## src/rtl/bist_controller_pkg.sv

```systemverilog
// Shared definitions for the BIST sequencer: FSM state encoding and the
// default fault-free signature used when a build does not override it.
package bist_controller_pkg;

    typedef enum logic [2:0] {
        ST_IDLE    = 3'd0,
        ST_INIT    = 3'd1,
        ST_RUN     = 3'd2,
        ST_FLUSH   = 3'd3,
        ST_COMPARE = 3'd4,
        ST_DONE    = 3'd5
    } bist_state_t;

    localparam logic [15:0] DEFAULT_GOLDEN_SIG = 16'h0000;

endpackage

```

## src/rtl/bist_controller_edge_det.sv

```systemverilog
// Rising-edge detector for the tester's start level. The history register
// comes out of reset at 1 so a start line already high during reset is not
// mistaken for a fresh request.
module bist_edge_det (
    input  logic clk,
    input  logic rst,
    input  logic level,
    output logic rise
);

    logic level_q;

    // remember last cycle's level; reset to 1 to swallow a start held through reset
    always_ff @(posedge clk) begin
        if (rst) begin
            level_q <= 1'b1;
        end else begin
            level_q <= level;
        end
    end

    assign rise = level & ~level_q;

endmodule

```

## src/rtl/bist_controller.sv

```systemverilog
// BIST sequencer: seeds the LFSR, clears the MISR, resets the CUT, clocks a
// fixed number of patterns, drains the CUT pipeline into the MISR and then
// compares the signature against the golden value.
module bist_controller
    import bist_controller_pkg::*;
#(
    parameter int               N_PATTERNS = 16,
    parameter int               CNT_W      = 8,
    parameter int               CUT_LAT    = 1,
    parameter int               SIG_W      = 16,
    parameter logic [SIG_W-1:0] GOLDEN_SIG = SIG_W'(DEFAULT_GOLDEN_SIG)
) (
    input  logic             CLK,
    input  logic             RST,
    input  logic             bist_start,
    input  logic [SIG_W-1:0] misr_sig,
    output logic             test_mode,
    output logic             lfsr_load,
    output logic             lfsr_en,
    output logic             misr_clr,
    output logic             misr_en,
    output logic             cut_rst,
    output logic             bist_busy,
    output logic             bist_end,
    output logic             pass_fail
);

    localparam logic [CNT_W-1:0] RUN_LAST   = CNT_W'(N_PATTERNS - 1);
    localparam logic [CNT_W-1:0] FLUSH_LAST = CNT_W'((CUT_LAT > 0) ? CUT_LAT - 1 : 0);

    bist_state_t      state_q, state_d;
    logic [CNT_W-1:0] cnt_q, cnt_d;
    logic             pass_q, pass_d;
    logic             start_rise;

    bist_edge_det u_edge_det (
        .clk   (CLK),
        .rst   (RST),
        .level (bist_start),
        .rise  (start_rise)
    );

    // state, shared pattern/drain counter and the latched verdict
    always_ff @(posedge CLK) begin
        if (RST) begin
            state_q <= ST_IDLE;
            cnt_q   <= '0;
            pass_q  <= 1'b0;
        end else begin
            state_q <= state_d;
            cnt_q   <= cnt_d;
            pass_q  <= pass_d;
        end
    end

    // next-state logic and Moore output decode; counter is reused by RUN and FLUSH
    always_comb begin
        state_d   = state_q;
        cnt_d     = cnt_q;
        pass_d    = pass_q;
        test_mode = 1'b0;
        lfsr_load = 1'b0;
        lfsr_en   = 1'b0;
        misr_clr  = 1'b0;
        misr_en   = 1'b0;
        cut_rst   = 1'b0;
        bist_busy = 1'b0;
        bist_end  = 1'b0;

        case (state_q)
            ST_IDLE: begin
                if (start_rise) begin
                    state_d = ST_INIT;
                    pass_d  = 1'b0;
                end
            end
            ST_INIT: begin
                lfsr_load = 1'b1;
                misr_clr  = 1'b1;
                cut_rst   = 1'b1;
                test_mode = 1'b1;
                bist_busy = 1'b1;
                cnt_d     = '0;
                pass_d    = 1'b0;
                state_d   = ST_RUN;
            end
            ST_RUN: begin
                test_mode = 1'b1;
                lfsr_en   = 1'b1;
                misr_en   = 1'b1;
                bist_busy = 1'b1;
                if (cnt_q == RUN_LAST) begin
                    cnt_d   = '0;
                    state_d = (CUT_LAT > 0) ? ST_FLUSH : ST_COMPARE;
                end else begin
                    cnt_d = cnt_q + CNT_W'(1);
                end
            end
            ST_FLUSH: begin
                test_mode = 1'b1;
                misr_en   = 1'b1;
                bist_busy = 1'b1;
                if (cnt_q == FLUSH_LAST) begin
                    cnt_d   = '0;
                    state_d = ST_COMPARE;
                end else begin
                    cnt_d = cnt_q + CNT_W'(1);
                end
            end
            ST_COMPARE: begin
                test_mode = 1'b1;
                bist_busy = 1'b1;
                pass_d    = (misr_sig == GOLDEN_SIG);
                state_d   = ST_DONE;
            end
            ST_DONE: begin
                bist_end = 1'b1;
                if (start_rise) begin
                    pass_d  = 1'b0;
                    state_d = ST_INIT;
                end
            end
            default: begin
                state_d = ST_IDLE;
                cnt_d   = '0;
                pass_d  = 1'b0;
            end
        endcase
    end

    assign pass_fail = pass_q;

endmodule

```

## config.mk

```make
export PLATFORM = sky130hd
export DESIGN_NAME = bist_controller
export DESIGN_NICKNAME = d
export VERILOG_FILES = /design/src/rtl/bist_controller_pkg.sv /design/src/rtl/bist_controller_edge_det.sv /design/src/rtl/bist_controller.sv
export SDC_FILE = /design/constraint.sdc
export NUM_CORES = 1
export LEC_CHECK = 0
export BUFFER_PORTS_ARGS = -buffer_cell sky130_fd_sc_hd__buf_4
export CORE_UTILIZATION = 35
export DETAILED_ROUTE_END_ITERATION = 8
export PLACE_DENSITY = 0.62
export SETUP_SLACK_MARGIN = 0.4
export SKIP_LAST_GASP = 1
export SLEW_MARGIN = 20
export SYNTH_ARGS = -nofsm -noshare
export SYNTH_HDL_FRONTEND = slang
export SYNTH_SLANG_ARGS = --single-unit
```

## constraint.sdc

```tcl
create_clock -name CLK -period 2.4 [get_ports CLK]
set_input_delay 0.6 -clock CLK [delete_from_list [all_inputs] [get_ports CLK]]
set_output_delay 0.6 -clock CLK [all_outputs]
set_load 0.01 [all_outputs]
```

Word level (Yosys, flattened, before mapping)
Index checks and enable logic that the tools add are counted.
- register bits: 13
- bits of input ports: 19
- output and inout port bits: 9
- logic and storage cells: 40
- add/sub/neg operators: 1
- equality and inequality tests: 9
- multiplexer cells: 14
- bitwise operators: 3
- reductions and logical operators: 9
- operators by type and width (kind ; count):
    case mux 8 bit (3 select lines) ; 1
    logical NOT 16 bit ; 1
    2-to-1 mux 8 bit ; 2
    case mux 3 bit (5 select lines) ; 1
    2-to-1 mux 3 bit ; 3
    adder 8 x 1 -> 8 bit, second input constant ; 1
    equality test 8 x 4 -> 1 bit, second input constant ; 1
    logical NOT 8 bit ; 1
    equality test 3 x 2 -> 1 bit, second input constant ; 2
    equality test 3 bit, second input constant ; 2
    2-to-1 mux 1 bit ; 6
    inequality test 2 bit, second input constant ; 2
    OR reduction 2 bit ; 2
    OR reduction 4 bit ; 1
    equality test 3 x 1 -> 1 bit, second input constant ; 1
    logical NOT 3 bit ; 1
    case mux 1 bit (3 select lines) ; 1
    AND reduction 3 bit ; 1
    OR reduction 3 bit ; 1
    inequality test 2 x 1 -> 1 bit, second input constant ; 1
    inverter 1 bit ; 2
    AND reduction 2 bit ; 1
    AND 1 bit ; 1

Longest topological paths before layout
- depth in word-level cells: 4
- depth in mapped cells: 6
- gate-level depth less buffers: 6

Hierarchy
From an unflattened synthesis, not the netlist that was laid out.
- cell total of the unflattened synthesis: 101
- area total of the unflattened synthesis: 795.8 um2
- by module, submodules not included (module ; times used ; cells an instance ; area an instance (um2) ; sequential area each (um2)):
    bist_controller ; 1 ; 98 ; 763.2 ; 240.2
    bist_edge_det ; 1 ; 3 ; 32.5 ; 20.0

Worst setup path after synthesis
Ideal clock, no wire load.
- path type: input -> register
- start point: input RST
- end point: register cnt_q[4]
- setup time: 0.062 ns
- arrival: 1.675 ns
- data required time: 2.338 ns
- setup slack: 0.663 ns
- cell stages on the path: 4
- path buffers: 1
- path through: buf_2 or3b_4 or4_1 nand3_1
- RTL lines (what ; line ; source):
    start: declaration ; bist_controller.sv:14 ; input logic RST,
    end signal: assignment ; bist_controller.sv:51 ; cnt_q <= cnt_d;
    end: declaration ; bist_controller.sv:32 ; logic [CNT_W-1:0] cnt_q, cnt_d;

Final worst setup path
- start point: register state_q[1]
- end point: output lfsr_en
- word-level cells in the longest chain between the ends: 2
- ends and longest elaborated chain (what ; line ; source):
    start: declaration ; bist_controller.sv:31 ; bist_state_t state_q, state_d;
    start signal: assignment ; bist_controller.sv:50 ; state_q <= state_d;
    equality test 3 x 2 -> 1 bit ; bist_controller.sv:70 ; case (state_q)
    2-to-1 mux 1 bit ; bist_controller.sv:70 ;
    end: declaration ; bist_controller.sv:19 ; output logic lfsr_en,
Every way passes these cells.

==> flow_summary.toml <==
[worst_setup_path]
crit_type = "register to primary output"
crit_required_ps = 1800
path_delay_family = "simple AND/OR/NAND/NOR gates"
timing.rr.start = "cnt_q[0]$_SDFFE_PP0N_"
endpoint = "lfsr_en"
path_depth = 3
reg2reg_slack_ps = 640
crit_path_max_incr_delay_ps = 410
path_max_fanout = 10
worst_path_max_delay_cell = "dfxtp_2"
critPathBufInv = 1
start_kind = "register"
regToRegEndpoint = "cnt_q[5]$_SDFFE_PP0N_"
reg2reg_depth = 6
cp-end-kind = "primary output"
worstPathCellList = "or2b_2 -> nor2_1 -> buf_4"
worstPathArrival_ps = 1260
cp-startpoint = "state_q[1]$_SDFFE_PP0P_"

[global_routing]
grt_overflow = 0
grt_pass1_wl_mm = 3.125
antenna_found_initial = 0
grt_pass1_vias = 726
track_usage_pct = 16.74
grt_max_degree = 14

[timing]
maxSlewHeadroom_pct = 73.40
setup_ws_ps = 535.0
fmax_mhz = 536.2
skew_ps = 2.436
finalHoldViolCount = 0
post-route-period-util_pct = 77.71
fin_crit_ps = 1865
fin_tns_setup_ps = 0
final-setup-viol-count = 0
hold_slack_ps = 504.4
grt_setup_unrepaired = "no"
worst_slew_pin_slew_ps = 395.7
maxSlewViolCount = 0

[placement]
dp_hpwl_mm = 1.318
io_buffers = 27
dp_cells = 147
place.gp.congestion = 0.7451
place_ws_ps = 633.6
dpl-instance-area_um2 = 991.0

[power]
leakage_nw = 0.4123
totalPowerFinal_mw = 0.4613
p_per_area_nw_per_um2 = 451.8
max-vdd-ir-drop_mv = 0.2190

[synth]
ys_warn_count = 0
synth_nets = 120
netlist_area_um2 = 797.0
synth_top_family_by_area = "simple AND/OR/NAND/NOR gates"
ys_seq_area_share_pct = 32.65
netlist_instances = 99
synth.distinct_cells = 37
synth_fa_ha_area_share_pct = 3.140
synth_xor_area_share_pct = 3.297
synth-compound-area-share_pct = 16.01
ys_seq_elements = 13
synth_simple_gate_area_share_pct = 35.79
synth_area_per_cell_um2 = 8.051
muxShareOfSynthArea_pct = 0

[route]
drt_iter0_drc = 15
drt_pre_antenna_iters = 4
vias = 777
wirelength_mm = 1.759
drc = 0
wl_per_cell_um = 11.65
ant_nets = 0
vias_per_cell = 5.146

[clocking]
cts_buffers = 3
clk_pin_slew_ps = 90
ctsResizeCount = 0
cts_setup_buffers = 0
clock_path_buffers = 2
numClockSinks = 13
cts_tree = "built"
clockRootBuffer = "clkbuf_4"
hold_buffers = 0
clk_latency_ps = 280
htreeDepth = 1

[floorplan]
die_x_um = 49.72
core_um2 = 2042
die_area_um2 = 2472
rows = 16
ios = 28
die-height_um = 49.72
initial_core_util_pct = 39.03

[cells_and_area]
final_cell_mix = "buf_4, nand2_1, dfxtp_1"
area_growth_pct = 28.10
layout_commonest_cell = "buf_4"
final_util_pct = 50.00
drive_gt1_share_pct = 34.68
antenna-diode-count = 0
layout.nets = 146
stdcell_area_um2 = 1021
instances_no_fill = 151

[worst_hold_path]
min_path_cells = 2
min_path_type = "register to register"

[flow_run]
drv_cap = 0

[run_status]
outcome = "completed"
registers in the layout (all words and copies together), names as in the netlist:
register,cells
u_edge_det.level_q,1
cnt_q,8
state_q,3
pass_fail,1
power breakdown:
part | internal (mW) | switching, mW | leakage [nW]
registers | 0.221 | 0.00872 | 0.107
logic | 0.0500 | 0.0372 | 0.291
clock network | 0.0646 | 0.0795 | 0.0150
total | 0.336 | 0.125 | 0.412
layer usage:
metal	track usage, %	part of all wire [%]	routed length (um)
met1	20.26	46	815
met2	27.25	48	853
met3	4.012	2.8	50
met4	8.571	2.3	40
met5	0	0	0
kinds of logic (layout without fill, tap and decap cells):
logic type               after synthesis  count (layout)
buffers and inverters                 13              38
adder cells (fa/ha/maj)                2               2
AO/OA/AOI/OAI                         19              19
flip-flops                            13              13
AND/OR/NAND/NOR                       49              49
XOR/XNOR                               3               3
layout make-up:
type	count	area, um^2
inverter	6	22.52
clock buffer	4	26.28
tap	27	33.78
fill	214	1021
multi-input combinational	73	464.2
timing repair buffer	28	210.2
sequential	13	264.0
how the worst min path moves through the flow:
| stage | startpoint | to |
|---|---|---|
| after floorplan | cnt_q[1]$_SDFFE_PP0N_ | cnt_q[1]$_SDFFE_PP0N_ |
| after global placement | cnt_q[1]$_SDFFE_PP0N_ | cnt_q[1]$_SDFFE_PP0N_ |
| after detailed placement | cnt_q[7]$_SDFFE_PP0N_ | cnt_q[7]$_SDFFE_PP0N_ |
| after CTS | cnt_q[7]$_SDFFE_PP0N_ | cnt_q[7]$_SDFFE_PP0N_ |
| after global routing | bist_start | u_edge_det.level_q$_SDFF_PP1_ |
| final | cnt_q[7]$_SDFFE_PP0N_ | cnt_q[7]$_SDFFE_PP0N_ |
worst reg2reg max path, cell delays in order (launching register included):
cell and delay, ps:
dfxtp_1 390, inv_1 60, ha_1 190, and4bb_2 250, o21a_1 250, nand2b_1 250, o311ai_2 280
Yosys cell counts:
cell | n | area share (%)
a211o_1 | 1 | 1.1
a211oi_1 | 2 | 1.9
a21oi_1 | 2 | 1.3
a31oi_1 | 3 | 2.4
and2b_1 | 2 | 1.9
and3b_2 | 1 | 1.3
and4b_1 | 1 | 1.3
and4bb_2 | 1 | 1.6
buf_2 | 1 | 0.63
buf_4 | 4 | 3.8
buf_6 | 1 | 1.4
clkbuf_1 | 1 | 0.47
dfxtp_1 | 13 | 33
ha_1 | 2 | 3.1
inv_1 | 6 | 2.8
nand2_1 | 13 | 6.1
nand2b_1 | 1 | 0.79
nand3_1 | 5 | 3.1
nand4_1 | 1 | 0.79
nor2_1 | 6 | 2.8
nor3_1 | 3 | 1.9
nor3b_1 | 1 | 0.94
nor4_1 | 4 | 3.1
nor4_2 | 1 | 1.6
o211ai_1 | 1 | 0.94
o21a_1 | 1 | 0.94
o21ai_0 | 7 | 4.4
o2bb2ai_1 | 1 | 1.1
o311ai_2 | 1 | 2.0
or2_2 | 2 | 1.6
or2b_1 | 1 | 0.94
or2b_2 | 1 | 1.1
or3_1 | 1 | 0.79
or3_2 | 1 | 0.94
or3b_4 | 1 | 1.4
or4_1 | 2 | 1.9
xnor2_1 | 3 | 3.3
(Power assumes the default switching activity.)
